==> src/rtl/uart_tx_fifo_param.sv <==
// UART transmitter with a small word FIFO, per-frame latched line settings and
// a clock-enable baud counter. All logic runs on clk_in.
module uart_tx_fifo_param #(
    parameter int DATA_BITS  = 8,
    parameter int FIFO_DEPTH = 4,
    parameter int MSB_FIRST  = 1,
    parameter int DIV0       = 868,
    parameter int DIV1       = 1736,
    parameter int DIV2       = 5208,
    parameter int DIV3       = 10417
) (
    input  logic                          clk_in,
    input  logic                          reset,
    input  logic [1:0]                    baud_sel,
    input  logic [1:0]                    parity_mode,
    input  logic                          two_stop,
    input  logic [DATA_BITS-1:0]          tx_data,
    input  logic                          tx_valid,
    output logic                          tx_ready,
    output logic                          ser_out,
    output logic                          busy,
    output logic                          frame_done,
    output logic [$clog2(FIFO_DEPTH):0]   fifo_count
);
    localparam int PTR_W   = $clog2(FIFO_DEPTH);
    localparam int CW      = PTR_W + 1;
    localparam int M01     = (DIV0 > DIV1) ? DIV0 : DIV1;
    localparam int M23     = (DIV2 > DIV3) ? DIV2 : DIV3;
    localparam int DIV_MAX = (M01 > M23) ? M01 : M23;
    localparam int CNT_W   = (DIV_MAX < 2) ? 1 : $clog2(DIV_MAX);
    localparam int BIT_W   = (DATA_BITS < 2) ? 1 : $clog2(DATA_BITS);

    typedef enum logic [2:0] {IDLE, START, DATA, PARITY, STOP} state_t;

    state_t               state;
    logic [DATA_BITS-1:0] mem [FIFO_DEPTH];
    logic [PTR_W-1:0]     wr_ptr;
    logic [PTR_W-1:0]     rd_ptr;
    logic [DATA_BITS-1:0] shreg;
    logic                 par_bit;
    logic [CNT_W-1:0]     cnt;
    logic [CNT_W-1:0]     div_q;
    logic [BIT_W-1:0]     bit_idx;
    logic                 stop_idx;
    logic                 par_en_q;
    logic                 two_stop_q;
    logic                 push;
    logic                 pop;
    logic                 tick;
    logic                 last_stop;
    logic                 last_data;
    logic                 data_bit;
    logic                 shift_en;

    function automatic logic [CNT_W-1:0] div_m1(input logic [1:0] sel);
        logic [CNT_W-1:0] d;
        case (sel)
            2'd0:    d = CNT_W'(DIV0 - 1);
            2'd1:    d = CNT_W'(DIV1 - 1);
            2'd2:    d = CNT_W'(DIV2 - 1);
            default: d = CNT_W'(DIV3 - 1);
        endcase
        return d;
    endfunction

    assign tx_ready  = (fifo_count < CW'(FIFO_DEPTH));
    assign push      = tx_valid && tx_ready;
    assign tick      = (cnt == '0);
    assign last_stop = !two_stop_q || stop_idx;
    assign last_data = (bit_idx == BIT_W'(DATA_BITS - 1));
    // A new frame starts from IDLE or straight out of the final stop boundary.
    assign pop       = (fifo_count != '0) &&
                       ((state == IDLE) || ((state == STOP) && tick && last_stop));
    assign shift_en  = tick && ((state == START) || ((state == DATA) && !last_data));
    assign data_bit  = (MSB_FIRST != 0) ? shreg[DATA_BITS-1] : shreg[0];

    always_ff @(posedge clk_in) begin
        if (push) begin
            mem[wr_ptr] <= tx_data;
        end
    end

    always_ff @(posedge clk_in or negedge reset) begin
        if (!reset) begin
            wr_ptr     <= '0;
            rd_ptr     <= '0;
            fifo_count <= '0;
        end else begin
            if (push) begin
                wr_ptr <= wr_ptr + PTR_W'(1);
            end
            if (pop) begin
                rd_ptr <= rd_ptr + PTR_W'(1);
            end
            case ({push, pop})
                2'b10:   fifo_count <= fifo_count + CW'(1);
                2'b01:   fifo_count <= fifo_count - CW'(1);
                default: fifo_count <= fifo_count;
            endcase
        end
    end

    // The output bit is taken from the head of shreg before each shift.
    always_ff @(posedge clk_in) begin
        if (pop) begin
            shreg   <= mem[rd_ptr];
            par_bit <= (^mem[rd_ptr]) ^ (parity_mode == 2'd2);
        end else if (shift_en) begin
            shreg <= (MSB_FIRST != 0) ? {shreg[DATA_BITS-2:0], 1'b0}
                                      : {1'b0, shreg[DATA_BITS-1:1]};
        end
    end

    always_ff @(posedge clk_in or negedge reset) begin
        if (!reset) begin
            state      <= IDLE;
            ser_out    <= 1'b1;
            busy       <= 1'b0;
            frame_done <= 1'b0;
            cnt        <= '0;
            div_q      <= '0;
            bit_idx    <= '0;
            stop_idx   <= 1'b0;
            par_en_q   <= 1'b0;
            two_stop_q <= 1'b0;
        end else begin
            frame_done <= 1'b0;
            if (!tick) begin
                cnt <= cnt - CNT_W'(1);
            end
            if (pop) begin
                state      <= START;
                ser_out    <= 1'b0;
                busy       <= 1'b1;
                cnt        <= div_m1(baud_sel);
                div_q      <= div_m1(baud_sel);
                par_en_q   <= parity_mode[0] ^ parity_mode[1];
                two_stop_q <= two_stop;
            end else begin
                case (state)
                    IDLE: begin
                        ser_out <= 1'b1;
                        busy    <= 1'b0;
                    end
                    START: begin
                        if (tick) begin
                            cnt     <= div_q;
                            ser_out <= data_bit;
                            bit_idx <= '0;
                            state   <= DATA;
                        end
                    end
                    DATA: begin
                        if (tick) begin
                            cnt <= div_q;
                            if (!last_data) begin
                                bit_idx <= bit_idx + BIT_W'(1);
                                ser_out <= data_bit;
                            end else if (par_en_q) begin
                                ser_out <= par_bit;
                                state   <= PARITY;
                            end else begin
                                ser_out    <= 1'b1;
                                stop_idx   <= 1'b0;
                                frame_done <= (div_q == '0) && !two_stop_q;
                                state      <= STOP;
                            end
                        end
                    end
                    PARITY: begin
                        if (tick) begin
                            cnt        <= div_q;
                            ser_out    <= 1'b1;
                            stop_idx   <= 1'b0;
                            frame_done <= (div_q == '0) && !two_stop_q;
                            state      <= STOP;
                        end
                    end
                    STOP: begin
                        if (tick) begin
                            if (last_stop) begin
                                ser_out <= 1'b1;
                                busy    <= 1'b0;
                                state   <= IDLE;
                            end else begin
                                stop_idx   <= 1'b1;
                                cnt        <= div_q;
                                frame_done <= (div_q == '0);
                            end
                        end else if (last_stop && (cnt == CNT_W'(1))) begin
                            // Raised so the pulse covers the final cycle of the last stop bit.
                            frame_done <= 1'b1;
                        end
                    end
                    default: state <= IDLE;
                endcase
            end
        end
    end
endmodule
==> config.mk <==
export PLATFORM = sky130hd
export DESIGN_NAME = uart_tx_fifo_param
export DESIGN_NICKNAME = d
export VERILOG_FILES = /design/src/rtl/uart_tx_fifo_param.sv
export SDC_FILE = /design/constraint.sdc
export NUM_CORES = 1
export LEC_CHECK = 0
export BUFFER_PORTS_ARGS = -buffer_cell sky130_fd_sc_hd__buf_4
export CAP_MARGIN = 0
export CORE_ASPECT_RATIO = 0.5
export CORE_MARGIN = 10
export CORE_UTILIZATION = 25
export DETAILED_ROUTE_END_ITERATION = 12
export HOLD_SLACK_MARGIN = 0.03
export PLACE_DENSITY = 0.37
export SYNTH_ARGS = -nofsm -noshare
export SYNTH_HDL_FRONTEND = slang
export SYNTH_SLANG_ARGS = --single-unit
==> constraint.sdc <==
create_clock -name clk_in -period 6 [get_ports clk_in]
set_input_delay 1.2 -clock clk_in [delete_from_list [all_inputs] [get_ports clk_in]]
set_output_delay 1.2 -clock clk_in [all_outputs]
set_load 0.02 [all_outputs]
==> impl_metrics.py <==
metrics = {
    "run_status": {
        "status": "complete, no violations",
    },
    "layout": {
        "fillers": 1758,
        "n_antenna_cell": 0,
        "multi_input_area_um2": 1800,
        "design_area_um2": 4910,
        "postLayoutCoreUtil_pct": 29.8,
        "nets": 434,
        "final_cells": 633,
        "regArea_um2": 2280,
        "layout-area-overhead-vs-synth_pct": 15.5,
        "drive_gt1_share_pct": 15.8,
    },
    "worst_setup_path": {
        "critPathArrivalTime_ps": 3580,
        "crit_type": "reg2reg",
        "r2r_start": "cnt[0]",
        "required_ps": 6260,
        "cp-start-kind": "flip-flop",
        "crit_fanout": 26,
        "rr_endpoint": "fifo_count[2]",
        "rrSetupSlack_ps": 2680,
        "cp-end-kind": "flip-flop",
        "worstRegToRegCells": 13,
    },
    "sta": {
        "fmax_mhz": 301,
        "relSlewSlack_pct": 57.5,
        "rsz0062_at_grt": "false",
        "final_max_slew_viol_count": 0,
        "finalCritPeriodShare_pct": 55.3,
        "finalCriticalPeriod_ps": 3320,
        "worst_pin_slew_ps": 636,
        "finalSetupViolCount": 0,
        "finalHoldViolCount": 0,
        "fin_skew_ps": 9.34,
        "setup-tns-final_ps": 0,
    },
    "drt": {
        "viasPerCell": 4.52,
        "first_pass_iters": 5,
        "drc": 0,
        "drtAntennaViolNets": 0,
        "vias": 2862,
        "drtIter0Drc": 176,
        "wl_per_cell_um": 16.0,
        "finalWirelength_um": 10100,
    },
    "job": {
        "cap_viol_max_count": 0,
    },
    "cts": {
        "postCtsResizedCells": 0,
        "h-tree-depth": 3,
        "root_buffer": "clkbuf_16",
        "clock_latency_ps": 340,
        "cts_tree": "yes",
        "path_clk_slew_ps": 70,
        "cts.sinks": 83,
        "cts_buffers": 9,
        "cts_setup_buffers": 0,
        "hold_buffers": 0,
        "clockBufferDepth": 2,
    },
    "yosys": {
        "synth_area_leader_cell": "edfxtp_1",
        "synth-async-reset-ratio_pct": 50.6,
        "synth_ff_type": "edfxtp_1",
        "ys_top_cells_by_area": "edfxtp_1 (29%), dfrtp_1 (24%), nand2_1 (6.1%)",
        "synth_area_um2": 4250,
        "syn_nets": 417,
        "synth_top_area_share_pct": 28.9,
        "yosysWarnings": 0,
        "synth_edf_count": 41,
        "synth_cell_types": 62,
        "ys_top_cells_by_count": "nand2_1 (69), dfrtp_1 (41), edfxtp_1 (41)",
        "ys_seq_area_share_pct": 53.7,
        "ys_ff_latch": 83,
        "syn-instance-count": 384,
        "avgSynthCellArea_um2": 11.1,
        "yosysMostFrequentCell": "nand2_1",
    },
    "placed_design": {
        "place_inst": 617,
        "dp.final_hpwl_um": 6970,
        "portBuffers": 22,
        "place_congestion": 0.767,
        "dpl_cell_area_um2": 4620,
    },
    "hold_path": {
        "hp-start": "busy",
        "hold_path_end": "busy",
        "holdPathStages": 2,
        "hp-class": "reg2reg",
    },
    "floorplan": {
        "die_w_um": 204,
        "io_pins": 23,
        "start_util_pct": 25.8,
        "die_area_um2": 23000,
        "die_y_um": 112,
        "core_um2": 16500,
        "rows": 33,
    },
    "global_routing": {
        "grt_first_pass_wirelength_um": 16700,
        "grt_use_total_pct": 9.21,
        "grt_max_degree": 43,
        "grt_pass1_vias": 2982,
        "antenna_found_initial": 0,
        "globalRouteOverflowTotal": 0,
    },
    "power_and_ir_drop": {
        "power.leakage_nw": 1.94,
        "ir_drop_v": 0.000186,
        "powerDensity_nw_per_um2": 522,
    },
}
critical path, cell delays in order, from the launching register on:
cell and delay, ps:
dfrtp_1 410, inv_1 130, ha_1 220, nor3b_1 380, nand4_2 440, o21ai_2 270
nand2b_1 130, clkinv_4 210, ha_1 230, inv_1 60, fa_1 370, xor2_1 150
nor2_1 110, xnor2_1 120
metrics by stage:
| step | setup WS [ps] | hold slack [ps] | total power [mW] |
|---|---|---|---|
| 2_1_floorplan | 3150 | 454 | 1.77 |
| 3_3_place_gp | 2750 | 466 | 2.07 |
| 3_5_place_dp | 2670 | 470 | 2.06 |
| 4_1_cts | 2640 | 491 | 2.62 |
| 5_1_grt | 2310 | 526 | 2.77 |
| 6_report | 2680 | 488 | 2.57 |
report_power, final:
group / switching (mW) / internal, mW
logic: 0.570 / 0.433
clock network: 0.257 / 0.291
registers: 0.192 / 0.824
cells by family after synthesis:
kind of cell / after synthesis / synth area share (%)
XOR/XNOR: 18 / 3.71
multiplexers: 9 / 4.50
AND/OR/NAND/NOR: 147 / 17.1
AO/OA/AOI/OAI: 74 / 11.9
buffers and inverters: 36 / 3.91
flip-flops: 83 / 53.7
adder cells (fa/ha/maj): 17 / 5.18
layout by cell type, fill, tap and decap left out, types with 3 or more instances in the layout:
master / instances
a21o_1: 5
nand2b_1: 5
o32a_1: 3
nand2_1: 69
nor3_1: 5
a31oi_1: 6
clkbuf_16: 9
nand3_1: 9
or3_1: 3
dfrtp_1: 41
a21oi_1: 14
xnor2_1: 15
and2_1: 6
xor2_1: 3
inv_6: 5
nor2b_1: 3
o22a_1: 4
mux4_2: 8
nor2_1: 25
ha_1: 16
edfxtp_1: 41
inv_1: 17
nand3b_1: 3
o21ai_0: 19
buf_4: 24
nor4_1: 4
worst max path at each step:
stage	slack, ps	endpoint	depth (start not counted)	start
finish	2680	fifo_count[2]	13	cnt[0]
global route	2310	fifo_count[2]	13	cnt[0]
CTS	2640	fifo_count[2]	13	cnt[0]
detailed placement	2670	fifo_count[2]	13	cnt[0]
global placement	2750	fifo_count[2]	13	cnt[0]
floorplan	3150	fifo_count[2]	15	cnt[0]
state kept, by name (all words and copies together), names as in the netlist, 2 cells and up:
signal      cells
mem            32
state           3
shreg           8
fifo_count      3
div_q           9
cnt            14
wr_ptr          2
bit_idx         3
rd_ptr          2
cell type report:
| type | count | area share (%) |
|---|---|---|
| Clock inverter | 7 | 1.32 |
| Timing Repair Buffer | 24 | 3.67 |
| Multi-Input combinational cell | 265 | 36.7 |
| Inverter | 18 | 1.48 |
| Tap cell | 227 | 5.78 |
| Clock buffer | 9 | 4.58 |
| Sequential cell | 83 | 46.5 |
routing by layer:
layer	global-route usage (%)	part of all wire (%)
met5	0	0
met4	2.70	1.0
met3	2.27	2.9
met2	15.1	48
met1	11.8	48
Power figures use the tool's default switching activity.
